File: src/rtl/muldiv_pkg.sv
// Shared encodings and types for the iterative multiply/divide sequencer.
// Imported by muldiv_iter and muldiv_seq.
package muldiv_pkg;

    localparam int WIDTH_DEF = 32;
    localparam int CNT_W     = $clog2(WIDTH_DEF);

    localparam logic [1:0] OP_MULT  = 2'b00;
    localparam logic [1:0] OP_MULTU = 2'b01;
    localparam logic [1:0] OP_DIV   = 2'b10;
    localparam logic [1:0] OP_DIVU  = 2'b11;

    typedef enum logic [2:0] {
        S_IDLE,
        S_PREP,
        S_RUN,
        S_FIX,
        S_DONE
    } state_t;

    function automatic logic op_is_div(input logic [1:0] op);
        return op[1];
    endfunction

    function automatic logic op_is_signed(input logic [1:0] op);
        return ~op[0];
    endfunction

endpackage

File: src/rtl/muldiv_iter.sv
// One radix-2 step: shift-add multiply or restoring divide.
// Purely combinational; the sequencer registers the results.
module muldiv_iter
    import muldiv_pkg::*;
#(
    parameter int WIDTH = WIDTH_DEF
) (
    input  logic             is_div,
    input  logic [WIDTH-1:0] acc_hi,
    input  logic [WIDTH-1:0] acc_lo,
    input  logic [WIDTH-1:0] operand,
    output logic [WIDTH-1:0] nxt_hi,
    output logic [WIDTH-1:0] nxt_lo
);

    logic [WIDTH:0]   sum;
    logic [WIDTH:0]   rem_sh;
    logic [WIDTH-1:0] diff;
    logic             ge;

    // Divide compares on WIDTH+1 bits: the shifted remainder can
    // exceed WIDTH bits when the divisor has its top bit set.
    always_comb begin
        sum    = {1'b0, acc_hi};
        rem_sh = {acc_hi, acc_lo[WIDTH-1]};
        diff   = rem_sh[WIDTH-1:0] - operand;
        ge     = rem_sh >= {1'b0, operand};
        nxt_hi = '0;
        nxt_lo = '0;
        if (is_div) begin
            nxt_hi = ge ? diff : rem_sh[WIDTH-1:0];
            nxt_lo = {acc_lo[WIDTH-2:0], ge};
        end else begin
            if (acc_lo[0]) begin
                sum = {1'b0, acc_hi} + {1'b0, operand};
            end
            nxt_hi = sum[WIDTH:1];
            nxt_lo = {sum[0], acc_lo[WIDTH-1:1]};
        end
    end

endmodule

File: src/rtl/muldiv_seq.sv
// Iterative MULT/MULTU/DIV/DIVU sequencer with HI/LO result registers.
// busy stalls the controller; done doubles as the HI/LO write enable.
module muldiv_seq
    import muldiv_pkg::*;
#(
    parameter int WIDTH = WIDTH_DEF
) (
    input  logic             clk,
    input  logic             reset,
    input  logic             start,
    input  logic [1:0]       op,
    input  logic [WIDTH-1:0] rs_d,
    input  logic [WIDTH-1:0] rt_d,
    output logic             busy,
    output logic             done,
    output logic [WIDTH-1:0] hi,
    output logic [WIDTH-1:0] lo,
    output logic             div_zero
);

    localparam int CW = $clog2(WIDTH);
    localparam logic [CW-1:0] LAST = CW'(WIDTH - 1);

    state_t state, state_nxt;

    logic [1:0]         op_q;
    logic [WIDTH-1:0]   rs_q, rt_q;
    logic [WIDTH-1:0]   opnd_q;
    logic [WIDTH-1:0]   acc_hi_q, acc_lo_q;
    logic [WIDTH-1:0]   it_hi, it_lo;
    logic [WIDTH-1:0]   hi_q, lo_q;
    logic               dz_q;
    logic               neg_p_q, neg_r_q;
    logic [CW-1:0]      cnt_q;

    logic               is_div, is_sgn, by_zero;
    logic [WIDTH-1:0]   mag_a, mag_b;
    logic [2*WIDTH-1:0] prod, prod_fix;
    logic [WIDTH-1:0]   quo_fix, rem_fix;

    // Operand magnitudes, zero-divisor detect and sign fixups.
    always_comb begin
        is_div   = op_is_div(op_q);
        is_sgn   = op_is_signed(op_q);
        by_zero  = is_div && (rt_q == '0);
        mag_a    = (is_sgn && rs_q[WIDTH-1]) ? -rs_q : rs_q;
        mag_b    = (is_sgn && rt_q[WIDTH-1]) ? -rt_q : rt_q;
        prod     = {acc_hi_q, acc_lo_q};
        prod_fix = neg_p_q ? -prod : prod;
        quo_fix  = neg_p_q ? -acc_lo_q : acc_lo_q;
        rem_fix  = neg_r_q ? -acc_hi_q : acc_hi_q;
    end

    muldiv_iter #(
        .WIDTH (WIDTH)
    ) u_iter (
        .is_div  (is_div),
        .acc_hi  (acc_hi_q),
        .acc_lo  (acc_lo_q),
        .operand (opnd_q),
        .nxt_hi  (it_hi),
        .nxt_lo  (it_lo)
    );

    // State register.
    always_ff @(posedge clk) begin
        if (reset) begin
            state <= S_IDLE;
        end else begin
            state <= state_nxt;
        end
    end

    // Next-state logic.
    always_comb begin
        state_nxt = state;
        unique case (state)
            S_IDLE:  if (start) state_nxt = S_PREP;
            S_PREP:  state_nxt = by_zero ? S_DONE : S_RUN;
            S_RUN:   if (cnt_q == LAST) state_nxt = S_FIX;
            S_FIX:   state_nxt = S_DONE;
            S_DONE:  state_nxt = S_IDLE;
            default: state_nxt = S_IDLE;
        endcase
    end

    // Operand latch, iteration datapath and result registers.
    always_ff @(posedge clk) begin
        if (reset) begin
            op_q     <= '0;
            rs_q     <= '0;
            rt_q     <= '0;
            opnd_q   <= '0;
            acc_hi_q <= '0;
            acc_lo_q <= '0;
            hi_q     <= '0;
            lo_q     <= '0;
            dz_q     <= 1'b0;
            neg_p_q  <= 1'b0;
            neg_r_q  <= 1'b0;
            cnt_q    <= '0;
        end else begin
            unique case (state)
                S_IDLE: begin
                    if (start) begin
                        op_q <= op;
                        rs_q <= rs_d;
                        rt_q <= rt_d;
                        dz_q <= 1'b0;
                    end
                end
                S_PREP: begin
                    neg_p_q  <= is_sgn &
                                (rs_q[WIDTH-1] ^ rt_q[WIDTH-1]);
                    neg_r_q  <= is_sgn & rs_q[WIDTH-1];
                    cnt_q    <= '0;
                    acc_hi_q <= '0;
                    acc_lo_q <= is_div ? mag_a : mag_b;
                    opnd_q   <= is_div ? mag_b : mag_a;
                    if (by_zero) begin
                        hi_q <= rs_q;
                        lo_q <= '1;
                        dz_q <= 1'b1;
                    end
                end
                S_RUN: begin
                    acc_hi_q <= it_hi;
                    acc_lo_q <= it_lo;
                    cnt_q    <= cnt_q + 1'b1;
                end
                S_FIX: begin
                    if (is_div) begin
                        hi_q <= rem_fix;
                        lo_q <= quo_fix;
                    end else begin
                        hi_q <= prod_fix[2*WIDTH-1:WIDTH];
                        lo_q <= prod_fix[WIDTH-1:0];
                    end
                end
                default: ;
            endcase
        end
    end

    assign busy     = (state != S_IDLE);
    assign done     = (state == S_DONE);
    assign hi       = hi_q;
    assign lo       = lo_q;
    assign div_zero = dz_q;

endmodule

File: config.mk
export PLATFORM = sky130hd
export DESIGN_NAME = muldiv_seq
export DESIGN_NICKNAME = d
export VERILOG_FILES = /design/src/rtl/muldiv_pkg.sv /design/src/rtl/muldiv_iter.sv /design/src/rtl/muldiv_seq.sv
export SDC_FILE = /design/constraint.sdc
export NUM_CORES = 1
export LEC_CHECK = 0
export CORE_MARGIN = 2
export CORE_UTILIZATION = 45
export CTS_CLUSTER_DIAMETER = 60
export DETAILED_ROUTE_END_ITERATION = 12
export GPL_ROUTABILITY_DRIVEN = 1
export GPL_TIMING_DRIVEN = 0
export PLACE_DENSITY = 0.66
export SLEW_MARGIN = 20
export SYNTH_ARGS = -nofsm -noshare
export SYNTH_HDL_FRONTEND = slang
export SYNTH_SLANG_ARGS = --single-unit
File: constraint.sdc
create_clock -name clk -period 9.5 [get_ports clk]
set_input_delay 1.9 -clock clk [delete_from_list [all_inputs] [get_ports clk]]
set_output_delay 1.9 -clock clk [all_outputs]
set_load 0.05 [all_outputs]
==> reports/metrics.cfg, run 1 <==
[route]
vias_per_cell=6.425
drtIter0Drc=2207
num_vias=18720
wl_per_cell_um=25.79
wl_mm=75.12
dr.pass1.iters=7
post-route-drc-count=0
ant_nets=0

[grt]
grt_pass1_wl_mm=108.6
grtUsageMet2=0.5548
gr-usage-met3=0.06351
grt_pass1_vias=17020
grt_use_met1=0.5247
overflow=0
grt_max_degree=15
antenna_found_initial=3
grtUsageTotal=0.3738
top_usage_layer=met2

[die]
dieWidth_um=197.4
die_area_sq_um=38980
start_util=0.4588
io_pins=136
coreArea_sq_um=36700
die_h_um=197.4
row_count=70

[clocking]
cts_made_buffers=29
htree_levels=1
cts-resized-gates=0
cts_setup_buffers=0
clk_latency_ps=590
cts_sinks=237
cts_buffer_depth=3
cts_hold_buf=0
ctsRootBufferMaster=clkbuf_16
cts_tree=done
clk_pin_slew_worst_paths_ps=60

[worst_setup_path]
start_kind=flop
crit_family=buffers and inverters
crit_type=reg2out
worst_ep_arrival_time_ps=2720
worstPathCellList=clkbuf_1, clkbuf_1, nor3b_1, clkdlybuf4s50_1
cpMostUsedCell=clkbuf_1
end_kind=output port
critPathMaxStageDelay_ps=740
cpMaxStageDelayCell=clkdlybuf4s50_1
path_max_fanout=10
required_ps=7600
path_buf_inv=3

[synthesis]
synth_cell_types=75
yosys_warnings=0
synth_area_sq_um=16840
yosys-top-cells-area=dfxtp_1 28%, a21oi_1 7.9%, nand2_1 7.3%
synthFlopType=dfxtp_1
synth_top_cell_area_share=0.2818
synth_edf_count=0
synthTopCellsByCount=326 x nand2_1, 266 x a21oi_1, 237 x dfxtp_1
async_flop_share=0
syn_nets=2397
yosys.cell_count.top_type=nand2_1
ys_seq_area_frac=0.2818
avgSynthCellArea_sq_um=7.464
synth_top_cell_by_area=dfxtp_1
synth_seq_cells=237
syn_inst=2256

[timing]
skew_ps=22.08
min_period_over_period=0.4868
fmax_ghz=0.2162
whs_ps=454.7
setup_viol=0
fin_crit_ps=4625
finalMaxSlewViolations=0
slew_headroom=0.2660
setup_tns_ps=0
rsz0062_at_grt=false
worstMarginPinSlew_ps=1101
hold_violations=0

[finish]
area_growth_pct=17.42
drive_above_1_share=0.04544
fill_cells=3640
multi_input_area_sq_um=11220
ff_latch_area_sq_um=4745
stdcell_area_sq_um=19770
post-route-util=0.5388
nets=2563

[power_and_ir_drop]
p_leak_nw=7.362
ir_drop_v=0.0001486
p_per_area_nw_per_um2=166.3

[placement]
port_buffers=135
place.gp.congestion=1.020
hpwl_mm=59.72
place_area_sq_um=18790

[status]
status=finished clean

[flow_run]
max_cap_viol_count=0

[hold_path]
hold_path_class=reg2reg

[layer usage]
layer,vias up,wire [um]
li1,8520,-
met5,-,13
met4,2,4038
met2,1066,31190
met3,195,7673
met1,8934,32210
[report_power, final]
group | switching [mW] | leakage [nW] | internal (mW)
logic | 0.695 | 4.96 | 0.334
registers | 0.0697 | 1.92 | 1.04
clock network | 0.485 | 0.475 | 0.667
total | 1.25 | 7.36 | 2.04
[state kept, by name, summed over array words and instances, names as in the netlist]
register / count
rs_q: 32
neg_r_q: 1
acc_hi_q: 32
neg_p_q: 1
div_zero: 1
rt_q: 32
cnt_q: 5
acc_lo_q: 32
state: 3
opnd_q: 32
lo: 32
hi: 32
op_q: 2
[worst register-to-register path, stage by stage (launching register included)]
cell and delay, ps:
dfxtp_1 640, ha_1 380, and2_1 180, clkbuf_1 180, nand3_1 160, nor3_1 80
a221oi_1 540, nand2_1 240, a311oi_1 790, clkbuf_1 700, o211ai_1 260, a32o_1 310
[final cells by class]
| type | count | share of cell area |
|---|---|---|
| buffer | 173 | 0.03392 |
| antenna | 2 | 0.0002531 |
| multi-input combinational | 1788 | 0.5676 |
| inverter | 58 | 0.01101 |
| clock buffer | 39 | 0.04164 |
| clock inverter | 13 | 0.007720 |
| tap | 468 | 0.02961 |
| sequential | 237 | 0.2400 |
| timing repair buffer | 135 | 0.06834 |
[placed cells by master (no fill, tap or decap), types with 8 or more instances in the layout]
cell type	Yosys	layout
a2111oi_0	8	8
a211oi_1	33	33
a21o_1	29	29
a21oi_1	266	266
a221oi_1	17	17
a311oi_1	13	13
a31oi_1	13	13
a32o_1	20	20
and2_1	12	12
buf_1	17	17
buf_2	11	11
clkbuf_1	144	148
clkbuf_16	0	29
clkdlybuf4s50_1	0	135
dfxtp_1	237	237
ha_1	70	70
inv_1	57	57
mux2_2	9	9
mux2i_1	44	44
nand2_1	326	326
nand2b_1	16	16
nand3_1	31	31
nand4_1	15	15
nor2_1	183	183
nor2b_1	16	16
nor3_1	53	51
nor4_1	24	23
o211ai_1	58	58
o21a_1	13	13
o21ai_0	121	121
o221a_2	18	18
o221ai_1	13	13
o22ai_1	12	12
o31a_1	8	8
o31ai_1	23	23
o41ai_1	10	10
or3_1	26	26
or4_1	15	15
xnor2_1	89	89
xor2_1	79	79
[cell families (layout without fill, tap and decap cells)]
logic type,count (synthesis),in the layout,synth area share
AOI/OAI and AO/OA,734,734,0.2852
xor gates and xnor gates,168,168,0.08738
adders and majority gates,72,72,0.05439
buffers and inverters,231,418,0.05276
DFF,237,237,0.2818
muxes,53,53,0.03217
other,0,2,0
and+or+nand+nor,761,761,0.2063
[stage by stage]
step                      instances  worst slack (ps)  total power, mW
after global routing           2911              4782            3.391
after detailed placement       2859              4740            2.116
after floorplan                2256              5737            1.754
final                          2913              4875            3.288
after global placement         2859              4776            2.108
after CTS                      2911              4926            3.248
[final timing paths]
check                             from                        to  slack, ps  cells after the start
max              state[1]$_SDFFE_PP0P_                      done       4880                      4
min                 hi[0]$_SDFFE_PP0P_        hi[0]$_SDFFE_PP0P_        450                      2
max reg2reg  acc_hi_q[13]$_SDFFE_PP0P_  acc_hi_q[5]$_SDFFE_PP0P_       4950                     11
min reg2reg         hi[0]$_SDFFE_PP0P_        hi[0]$_SDFFE_PP0P_        450                      2
Note: power is estimated with default switching activity, not from simulation.
==> run 2: changes to the inputs <==
PLACE_DENSITY = 0.69   (was 0.66)
clock period = 3.7 ns   (was 9.5 ns; I/O delays follow)
==> reports/metrics.cfg, run 2 (synthesis results as in run 1) <==
[status]
status=complete, but fails checks
violations=setup timing

[timing]
fmax_ghz=0.2700
setup_tns_ps=-3.476  ; -3.476 ps
min_period_over_period=1.001
whs_ps=455.7  ; +0.9800 ps
worstMarginPinSlew_ps=1181  ; +80.10 ps
finalWorstSetupSlack_ps=-3.476  ; -4879 ps
setup_viol=1  ; +1
skew_ps=19.15  ; -2.939 ps
rsz0062_at_grt=false
fin_crit_ps=3703
hold_violations=0  ; unchanged
finalMaxSlewViolations=0  ; unchanged
slew_headroom=0.2053  ; -0.06066

[die]
die_h_um=197.4  ; unchanged
io_pins=136  ; unchanged
row_count=70  ; unchanged
start_util=0.4588  ; unchanged
coreArea_sq_um=36700  ; unchanged
dieWidth_um=197.4  ; unchanged
die_area_sq_um=38980  ; unchanged

[route]
wl_met1_mm=30.97  ; -3.9%
ant_nets=0  ; unchanged
met2_length_mm=31.40  ; +0.67%
top_layer=met5
vias_per_cell=6.425  ; about the same
post-route-drc-count=0  ; unchanged
dr.pass1.iters=6  ; -1
drtIter0Drc=2227  ; +0.91%
wl_mm=74.15  ; -1.3%
wl_per_cell_um=25.52  ; -1.1%
num_vias=18670  ; -0.25%
dr_wl_met3_mm=7.731  ; +0.76%

[worst_setup_path]
required_ps=4130  ; -3470 ps
crit_type=reg2reg
end_kind=flop
path_buf_inv=4  ; +1
path_max_fanout=10  ; unchanged
worst_ep_arrival_time_ps=4140  ; +1420 ps
start_kind=flop
critPathMaxStageDelay_ps=820  ; +80 ps
cpMaxStageDelayCell=buf_1
worstPathCellList=buf_1, clkbuf_1, clkbuf_1, buf_1, o211ai_1, o211ai_1, a21oi_1
crit_family=buffers and inverters

[clocking]
clk_pin_slew_worst_paths_ps=60  ; about the same
ctsRootBufferMaster=clkbuf_16
cts_tree=done
cts_made_buffers=29  ; unchanged
cts_buffer_depth=3  ; unchanged
clk_latency_ps=570  ; -20 ps
cts_sinks=237  ; unchanged
htree_levels=1  ; unchanged

[finish]
fill_cells=3580  ; -1.6%
area_growth_pct=17.89
drive_above_1_share=0.05704  ; +0.01160
post-route-util=0.5409  ; +0.002114
final_cell_mix=325 x nand2_1, 264 x a21oi_1, 234 x dfxtp_1, 182 x nor2_1, 140 x clkbuf_1
nets=2558  ; -0.20%
final_common_cell=nand2_1

[power_and_ir_drop]
switching_share=0.3845  ; +0.004397
seqPwrFrac=0.336  ; about the same
finalPower_mw=8.444  ; +160%
combPwrFrac=0.328  ; +0.015
clockPowerShare=0.335  ; -0.015
p_leak_nw=7.381  ; +0.26%
p_per_area_nw_per_um2=425.4  ; +160%
p_int_mw=5.197  ; +150%
p_sw_mw=3.247  ; +160%
ir_drop_v=0.0003233  ; +120%

[flow_run]
max_cap_viol_count=0  ; unchanged

[grt]
grtUsageTotal=0.3705  ; -0.003282
overflow=0  ; unchanged
antenna_found_initial=2  ; -1
grt_max_degree=19  ; +4
grt_pass1_wl_mm=108.4  ; -0.22%
grt_pass1_vias=17190  ; +1.0%

[placement]
hpwl_mm=58.88  ; -1.4%
port_buffers=135  ; unchanged
place.gp.congestion=1.047  ; +2.6%

[hold_path]
hold_path_class=reg2reg

run 2: final timing paths:
path                              end  slack [ps]            startpoint  depth (start not counted)
max          acc_lo_q[0]$_SDFFE_PP0P_          -3  op_q[1]$_SDFFE_PP0P_                          7
max reg2reg  acc_lo_q[0]$_SDFFE_PP0P_          -3  op_q[1]$_SDFFE_PP0P_                          7
min                hi[4]$_SDFFE_PP0P_         460    hi[4]$_SDFFE_PP0P_                          2
min reg2reg        hi[4]$_SDFFE_PP0P_         460    hi[4]$_SDFFE_PP0P_                          2
run 2: per-layer routing:
metal / track usage / vias up
li1: - / 8503
met1: 0.4995 / 8902
met2: 0.5648 / 1051
met3: 0.08042 / 211
met4: 0.1693 / 4
met5: 0 / -
run 2: through the flow:
| stage | instance area [sq um] | cells | worst slack (ps) |
|---|---|---|---|
| 2_1_floorplan | 16840 | 2256 | 666.9 |
| 3_3_place_gp | 18780 | 2859 | -706.6 |
| 3_5_place_dp | 18780 | 2859 | -699.5 |
| 4_1_cts | 19760 | 2909 | 0.7931 |
| 5_1_grt | 19850 | 2905 | 5.382 |
| 6_report | 19850 | 2906 | -3.476 |
run 2: power groups by stage:
stage	combinational, mW	clock [mW]	sequential (mW)
2_1_floorplan	1.64	0	2.86
3_3_place_gp	2.55	0	2.88
3_5_place_dp	2.57	0	2.89
4_1_cts	2.63	2.83	2.83
5_1_grt	2.93	2.92	2.85
6_report	2.77	2.83	2.84
run 2: worst min-delay path, stage by stage (launching register included):
cell	delay (ps)
dfxtp_1	310
nand2_1	50
a21oi_1	50
run 2: repair_timing:
item                                    4_1_cts  5_1_grt
hold buffers                                  0        0
gates resized for setup                      20       24
pin swaps                                     0        1
endpoints found under the setup margin       51       52
buffers inserted                              0        1
run 2: final cells by class:
type	instances	area, sq um	share of cell area
clock buffer	38	779.5	0.03927
buffer	167	660.6	0.03328
clock inverter	13	137.6	0.006933
multi-input combinational	1788	11360	0.5721
timing repair buffer	136	1359	0.06845
antenna	1	2.502	0.0001261
inverter	58	220.2	0.01109
sequential	237	4748	0.2392
tap	468	585.6	0.02950
==> variant, RTL diff (settings of run 2) <==
Change the package constant `WIDTH_DEF` from 32 to 16.
--- a/src/rtl/muldiv_pkg.sv
+++ b/src/rtl/muldiv_pkg.sv
@@ -2,7 +2,7 @@
 // Imported by muldiv_iter and muldiv_seq.
 package muldiv_pkg;
 
-    localparam int WIDTH_DEF = 32;
+    localparam int WIDTH_DEF = 16;
     localparam int CNT_W     = $clog2(WIDTH_DEF);
 
     localparam logic [1:0] OP_MULT  = 2'b00;
Interface: changed (resized hi, lo, rs_d and rt_d); port bits go from 136 to 72. No check against the original RTL was run, so the function may have changed too.
==> variant against run 2 <==
  * The flow finishes with violations (design-rule violations)
  * Combinational power decreased by 63%
  * Total power shrank 51%
  * Global-route usage shrank 8.9 points
  * Sequential cell count shrank 113
  * Hold slack better by 28 ps
  * Wire length fell by 63%
  * Synthesized area is 50% lower
  * Final area decreased by 50%
  * Clock power fell by 43%
  * Worst setup slack gained 410 ps
==> variant: results (changes against run 2) <==
----------------------------------------------------
[Status]
  Status ... complete, but fails checks
  Failing checks ... design-rule violations

[Logic synthesis]
  Syn Nets ... 1188 (-50%)
  Area contributors post-synth ... sky130_fd_sc_hd__dfxtp_1 (30%), sky130_fd_sc_hd__nand2_1 (8.1%), sky130_fd_sc_hd__a21oi_1 (7.7%)
  Average size of a mapped cell ... 7.50 sq um (+0.55%)
  Area fraction in compound gates after synthesis ... 26.0% (-2.5 points)

[Clocking]
  Max H-tree Level ... 4 (+3)
  Number of buffers on the longest clock path ... 2 (-1)
  Clock latency on the worst-skew pair ... 430 ps (-140 ps)

[Final layout]
  FFs & Latches ... 124 (-48%)
  Fraction of area in multi-input gates ... 55.0% (-2.3 points)
  Final Instance Count excl. Fillers ... 1443 (-50%)
  Number of multi-input combinational cells ... 878 (-51%)
  Antenna Cells ... 0 (-1)
  Non-clock buffering overhead ... 9.92% (-0.26 points)
  Storage element area ... 2480 sq um (-48%)
  Clock network area share ... 5.76% (+1.1 points)
  Fillcell total ... 1754 (-51%)

[Worst setup path]
  Data arrival time of the critical path ... 3580 ps (-560 ps)
  Register-to-register path setup slack ... 410 ps (+410 ps)
  Crit path from ... acc_hi_q[6]
  Crit path max-delay family ... simple AND/OR/NAND/NOR gates

[Place]
  GPL Wtd Cong ... 0.958 (-8.5%)
  Pre-CTS worst setup slack ... 550 ps (+1250 ps)
  Placed instance area ... 9330 sq um (-50%)

[Pwr]
  Static Leak ... 3.72 nW (-50%)
  Switching component of the power ... 1.38 mW (-57%)

[Routing]
  Length of the first detailed-routing pass in iterations ... 10 (+4)
  Initial DRC Count ... 999 (-55%)
  Remaining design rule violation count ... 2 (+2)
  Avg Vias per Cell ... 5.89 (-8.3%)

[GRT]
  Wire length of the first global-routing pass ... 43300 um (-60%)
  GRT Resource Usage Total ... 28.2% (-8.9 points)
  Pin count of the biggest net entering global routing ... 17 (-2)
  Initial antenna violation count ... 0 (-2)
  Number of global-route vias before repair ... 7812 (-55%)

[Hold path]
  End point of the most critical hold path ... hi[10]

[Timing]
  Worst Tran Pin Value ... 843 ps (-338 ps)

----------------------------------------------------
## variant: cell count changes in the layout (fill, tap and decap cells not counted), moves of 35 or more
cell                              delta
sky130_fd_sc_hd__a21oi_1           -136
sky130_fd_sc_hd__clkbuf_1           -78
sky130_fd_sc_hd__clkdlybuf4s50_1    -65
sky130_fd_sc_hd__dfxtp_1           -110
sky130_fd_sc_hd__nand2_1           -145
sky130_fd_sc_hd__nor2_1             -65
sky130_fd_sc_hd__nor3_1             -35
sky130_fd_sc_hd__o21ai_0            -80
sky130_fd_sc_hd__xnor2_1            -45
sky130_fd_sc_hd__xor2_1             -45
## variant: power by group through the flow
stage	registers, mW	clock network [mW]	logic (mW)
global placement	1.50	0	0.989
CTS	1.48	1.63	0.997
global route	1.49	1.69	1.11
finish	1.48	1.62	1.02
detailed placement	1.51	0	0.991
floorplan	1.51	0	0.690
## variant: metal layers
layer	part of all wire [%]	GRT usage (%)
met1	44	39.0
met2	43	42.0
met3	9.0	7.04
met4	4.0	11.4
met5	0	0
